$ cat config.mk
export PLATFORM = sky130hd
export DESIGN_NAME = dfd_axil2apb
export DESIGN_NICKNAME = d
export VERILOG_FILES = /design/src/rtl/dfd_tr_csr_pkg.sv /design/src/rtl/dfd_apb_tmo_cnt.sv /design/src/rtl/dfd_axil2apb.sv
export SDC_FILE = /design/constraint.sdc
export NUM_CORES = 1
export LEC_CHECK = 0
export ABC_CLOCK_PERIOD_IN_PS = 4500
export BUFFER_PORTS_ARGS = -buffer_cell sky130_fd_sc_hd__clkbuf_2
export CAP_MARGIN = 25
export CORE_AREA = 2 2 142 144
export DETAILED_ROUTE_END_ITERATION = 10
export DIE_AREA = 0 0 144 146
export MAX_ROUTING_LAYER = met4
export PLACE_DENSITY = 0.69
export SETUP_SLACK_MARGIN = 0.5
export SYNTH_ARGS = -nofsm -noshare
export SYNTH_HDL_FRONTEND = slang
export SYNTH_HIERARCHICAL = 1
export SYNTH_SLANG_ARGS = --single-unit
$ cat constraint.sdc
create_clock -name clk -period 4.5 [get_ports clk]
set_input_delay 0.45 -clock clk [delete_from_list [all_inputs] [get_ports clk]]
set_output_delay 0.45 -clock clk [all_outputs]
set_load 0.01 [all_outputs]
$ cat src/rtl/dfd_tr_csr_pkg.sv
// Shared types for the AXI4-Lite to APB bridge: FSM states and AXI response codes.
package dfd_tr_csr_pkg;

  typedef enum logic [1:0] {
    ST_IDLE   = 2'd0,
    ST_SETUP  = 2'd1,
    ST_ACCESS = 2'd2,
    ST_RESP   = 2'd3
  } apb_state_e;

  localparam logic [1:0] AXI_RESP_OKAY   = 2'b00;
  localparam logic [1:0] AXI_RESP_SLVERR = 2'b10;

  function automatic logic [1:0] axi_resp(input logic err);
    return err ? AXI_RESP_SLVERR : AXI_RESP_OKAY;
  endfunction

endpackage

$ cat src/rtl/dfd_apb_tmo_cnt.sv
// ACCESS-phase watchdog: expired rises in the TIMEOUT_CYCLES-th consecutive enabled cycle.
module dfd_apb_tmo_cnt #(
  parameter int TIMEOUT_CYCLES = 256
) (
  input  logic clk,
  input  logic reset,
  input  logic clear,
  input  logic cnt_en,
  output logic expired
);

  localparam int          CW    = (TIMEOUT_CYCLES > 1) ? $clog2(TIMEOUT_CYCLES) : 1;
  localparam int unsigned LIMIT = (TIMEOUT_CYCLES > 0) ? TIMEOUT_CYCLES - 1 : 0;

  logic [CW-1:0] count;

  // count holds the number of enabled cycles already elapsed, so the limit is one less
  assign expired = (TIMEOUT_CYCLES != 0) && cnt_en && (count == LIMIT[CW-1:0]);

  // NOTE: sequential state uses non-blocking assignments so every flop samples pre-edge values.
  always_ff @(posedge clk or posedge reset) begin
    if (reset) begin
      count <= '0;
    end else if (clear) begin
      count <= '0;
    end else if (cnt_en && !expired && (TIMEOUT_CYCLES != 0)) begin
      count <= count + 1'b1;
    end
  end

endmodule

$ cat src/rtl/dfd_axil2apb.sv
// AXI4-Lite slave to APB master bridge, one transaction in flight, round-robin
// between writes and reads, with an optional ACCESS-phase timeout.
module dfd_axil2apb #(
  parameter int ADDR_WIDTH     = 23,
  parameter int DATA_WIDTH     = 64,
  parameter int TIMEOUT_CYCLES = 256
) (
  input  logic                    clk,
  input  logic                    reset,
  input  logic                    awvalid,
  output logic                    awready,
  input  logic [ADDR_WIDTH-1:0]   awaddr,
  input  logic                    wvalid,
  output logic                    wready,
  input  logic [DATA_WIDTH-1:0]   wdata,
  input  logic [DATA_WIDTH/8-1:0] wstrb,
  output logic                    bvalid,
  input  logic                    bready,
  output logic [1:0]              bresp,
  input  logic                    arvalid,
  output logic                    arready,
  input  logic [ADDR_WIDTH-1:0]   araddr,
  output logic                    rvalid,
  input  logic                    rready,
  output logic [DATA_WIDTH-1:0]   rdata,
  output logic [1:0]              rresp,
  output logic [ADDR_WIDTH-1:0]   paddr,
  output logic                    psel,
  output logic                    penable,
  output logic                    pwrite,
  output logic [DATA_WIDTH-1:0]   pwdata,
  output logic [DATA_WIDTH/8-1:0] pstrb,
  input  logic                    pready,
  input  logic [DATA_WIDTH-1:0]   prdata,
  input  logic                    pslverr
);
  import dfd_tr_csr_pkg::*;

  apb_state_e state, state_nxt;
  logic       grant_wr, grant_rd, prio_read, tmo_expired, resp_done;
  logic [1:0] resp_q;

  // prio_read flips to the other type after every grant; readies are masked during reset
  assign grant_wr  = !reset && (state == ST_IDLE) && awvalid && wvalid && (!arvalid || !prio_read);
  assign grant_rd  = !reset && (state == ST_IDLE) && arvalid && (!(awvalid && wvalid) || prio_read);
  assign resp_done = pwrite ? bready : rready;
  assign bresp     = resp_q;
  assign rresp     = resp_q;

  dfd_apb_tmo_cnt #(.TIMEOUT_CYCLES(TIMEOUT_CYCLES)) u_tmo (
    .clk     (clk),
    .reset   (reset),
    .clear   (state != ST_ACCESS),
    .cnt_en  (state == ST_ACCESS),
    .expired (tmo_expired)
  );

  always_ff @(posedge clk or posedge reset) begin
    if (reset) state <= ST_IDLE;
    else       state <= state_nxt;
  end

  // NOTE: a default assignment ahead of the case keeps this block free of inferred latches.
  always_comb begin
    state_nxt = state;
    case (state)
      ST_IDLE:   if (grant_wr || grant_rd)    state_nxt = ST_SETUP;
      ST_SETUP:                               state_nxt = ST_ACCESS;
      ST_ACCESS: if (pready || tmo_expired)   state_nxt = ST_RESP;
      ST_RESP:   if (resp_done)               state_nxt = ST_IDLE;
      default:                                state_nxt = ST_IDLE;
    endcase
  end

  always_comb begin
    psel    = 1'b0;
    penable = 1'b0;
    awready = 1'b0;
    wready  = 1'b0;
    arready = 1'b0;
    bvalid  = 1'b0;
    rvalid  = 1'b0;
    case (state)
      ST_IDLE: begin
        awready = grant_wr;
        wready  = grant_wr;
        arready = grant_rd;
      end
      ST_SETUP:  psel = 1'b1;
      ST_ACCESS: begin
        psel    = 1'b1;
        penable = 1'b1;
      end
      ST_RESP: begin
        bvalid = pwrite;
        rvalid = !pwrite;
      end
      default: ;
    endcase
  end

  // Request fields are captured only at grant, so the APB bus stays stable through ACCESS
  always_ff @(posedge clk or posedge reset) begin
    if (reset) begin
      paddr     <= '0;
      pwrite    <= 1'b0;
      pwdata    <= '0;
      pstrb     <= '0;
      rdata     <= '0;
      resp_q    <= AXI_RESP_OKAY;
      prio_read <= 1'b0;
    end else begin
      if (grant_wr || grant_rd) begin
        paddr     <= grant_wr ? awaddr : araddr;
        pwrite    <= grant_wr;
        pwdata    <= wdata;
        pstrb     <= grant_wr ? wstrb : '0;
        prio_read <= grant_wr;
      end
      if (state == ST_ACCESS) begin
        if (pready) begin
          resp_q <= axi_resp(pslverr);
          if (!pwrite) rdata <= prdata;
        end else if (tmo_expired) begin
          resp_q <= AXI_RESP_SLVERR;
          rdata  <= '0;
        end
      end
    end
  end

endmodule

==> flow_metrics.tcl <==
set metrics [dict create \
    status "completed" \
    drtPass1Iterations 4 \
    fin_ws_ps 1340 \
    dr.first_iter.drc_count 246 \
    drtAntennaViolNets 0 \
    grt_use_total_pct 17.5 \
    rsz0062_at_grt "false" \
    cp_data_arrival_time_ps 2710 \
    hp-class "input pin to asynchronous set/reset pin" \
    grtUsageMet3_pct 4.11 \
    drt_wl_total_mm 18.2 \
    syn_area_mm2 0.00703 \
    post-cts-setup-buffers 0 \
    synth-edff-count 0 \
    critical_path_class "register to output pin" \
    ys_ff_latch 171 \
    via_per_inst 4.53 \
    worstPathCellList "inv_1 -> ha_1 -> nor2b_4 -> nand3_2 -> clkinv_1 -> clkbuf_2" \
    crit_slowest_cell "nand3_2" \
    netlist_instances 621 \
    ir_worst_vdd_uv 330 \
    grt_busiest_layer "met2" \
    fin_skew_ps 12.7 \
    syn_avg_cell_area_um2 11.3 \
    required_ps 4050 \
    tightest_slew_ps 904 \
    dieWidth_um 144 \
    hold_viol_final 0 \
    rr_startpoint "state[0]" \
    final_nets 1159 \
    synth-seq-area-share_pct 60.9 \
    cts_tree "yes" \
    drc 0 \
    hold_buffers 0 \
    rr_worst_depth 6 \
    setup_viol 0 \
    grt_pass1_vias 5378 \
    io_pins 362 \
    period_needed_ps 3160 \
    async_reset_ff_share_pct 100 \
    ys.flop_type "dfrtp_1" \
    drive_above_1_share_pct 48.1 \
    fp-row-count 51 \
    rrSetupSlack_ps 2120 \
    hpwl_mm 13.2 \
    grt_max_degree 164 \
    startpoint_type "register" \
    fmax_mhz 317 \
    setup_tns_ps 0 \
    end_kind "output pin" \
    num_antenna_cells 0 \
    die_area_mm2 0.0210 \
    core_area_mm2 0.0193 \
    finalMaxSlewViolations 0 \
    grt_pass1_wl_mm 28.1 \
    dpl_worst_slack_ps 1730 \
    initial_utilization_pct 36.3 \
    cts_buffers 17 \
    cpPeakStageDelay_ps 700 \
    yosys_warnings 6 \
    period_share_pct 70.1 \
    die_h_um 146 \
    synthDistinctLibCells 42 \
    slew_headroom_pct 39.7 \
    root_buffer "clkbuf_16" \
    met1_usage_pct 20.9 \
    maxCapViolCount 0 \
    clkTransAtPathRegs_ps 70 \
    cts_buffer_depth 2 \
    cts_resized 0 \
    portBuffers 359 \
    clkLatencyLatePin_ps 420 \
    post_drt_wl_per_cell_um 14.7 \
    globalplace.congestion 0.816 \
    clock-sinks 171 \
    grtUsageMet2_pct 29.1 \
    pwr_density_cell_mw_per_mm2 645 \
    overflow 0 \
    syn_to_final_growth_pct 37.9 \
    power.leakage_nw 5.22 \
    antenna_found_initial 0 \
    reg2reg_to "paddr[5]" \
    htree_levels 4 \
    crit_path_max_fanout 25 \
    vias 5616 \
]
==> worst max path at each step <==
stage          endpoint  cells after the start      from  slack [ps]
6_report         wready                      6  state[0]        1340
3_5_place_dp     wready                      6  state[0]        1730
3_3_place_gp    awready                      6  state[0]        1830
4_1_cts          wready                      6  state[0]        1260
5_1_grt         awready                      6  state[1]        1080
2_1_floorplan  bresp[1]                      1     reset        1980
==> per-stage QoR <==
step	cell area (um2)	utilization (%)	cells	hold slack [ps]	total power [mW]
after floorplan	7030	-	622	266	3.72
after global placement	9030	46.7	1208	462	4.65
after detailed placement	9030	46.7	1208	469	4.72
after CTS	9660	50.0	1239	52.2	6.33
after global routing	9690	50.1	1240	84.1	6.68
final	9690	50.1	1240	63.4	6.25
==> layer usage <==
layer	part of all wire, %	routed length [um]
met5	0	0
met4	1.8	325
met3	6.5	1180
met2	50	9110
met1	42	7600
==> cells by family (layout without fill, tap and decap cells) <==
| family | count (synthesis) | after routing | share of synthesized area (%) |
|---|---|---|---|
| buffers and inverters | 50 | 403 | 3.44 |
| multiplexers | 92 | 92 | 14.4 |
| other | 1 | 2 | 0.0534 |
| flip-flops | 171 | 171 | 60.9 |
| AO/OA/AOI/OAI | 114 | 114 | 9.28 |
| adder cells (fa/ha/maj) | 5 | 5 | 0.890 |
| AND/OR/NAND/NOR | 188 | 188 | 11.0 |
==> cells in the mapped netlist (2+ instances only) <==
cell type	n	area, um2
nand2_1	160	601
inv_1	7	26.3
a21oi_1	5	25.0
mux2_2	64	721
o21ai_1	5	25.0
buf_1	2	7.51
nor2b_1	7	43.8
buf_2	13	65.1
nor3_1	2	10.0
dfrtp_1	171	4280
and2_1	2	12.5
a22o_1	8	70.1
nand4_1	2	12.5
buf_6	2	22.5
nor2_1	5	18.8
buf_4	6	45.0
nand3_1	3	15.0
mux2i_1	25	250
a211oi_1	2	15.0
mux2_4	2	30.0
and4_1	2	17.5
o21ai_0	84	420
ha_1	5	62.6
clkbuf_1	19	71.3
==> final cells by class <==
type | count | area, um2
clock inverter | 13 | 204
multi-input combinational | 401 | 2530
clock buffer | 18 | 429
inverter | 8 | 33.8
tap | 265 | 332
sequential | 171 | 4280
timing repair buffer | 364 | 1880
fill | 1781 | 9640
==> registers in the layout, indices dropped and copies added, names as in the netlist <==
| register | flops |
|---|---|
| prio_read | 1 |
| pwdata | 64 |
| paddr | 23 |
| rdata | 64 |
| bresp | 1 |
| state | 2 |
| pstrb | 8 |
| u_tmo/count | 8 |
==> critical path, delay by kind of cell (launching register included) <==
family	cells	cell delay, ps
buffers and inverters	3	810
and+or+nand+nor	2	900
DFF	1	380
adders and majority gates	1	190
==> where the power goes <==
part / internal, mW / switching [mW] / total (mW)
Combinational: 0.994 / 1.18 / 2.17
Clock: 0.945 / 0.639 / 1.58
Sequential: 2.18 / 0.321 / 2.50
Total: 4.12 / 2.14 / 6.25
==> placed cells by master (no fill, tap or decap), drive strengths merged, types with 6 or more instances in the layout <==
cell type and count:
clkbuf 377, a22o 8, inv 12, mux2i 25, a21oi 6, mux2 67
nand2 160, o21ai 90, nor2b 8, dfrtp 171
(Power assumes the default switching activity.)
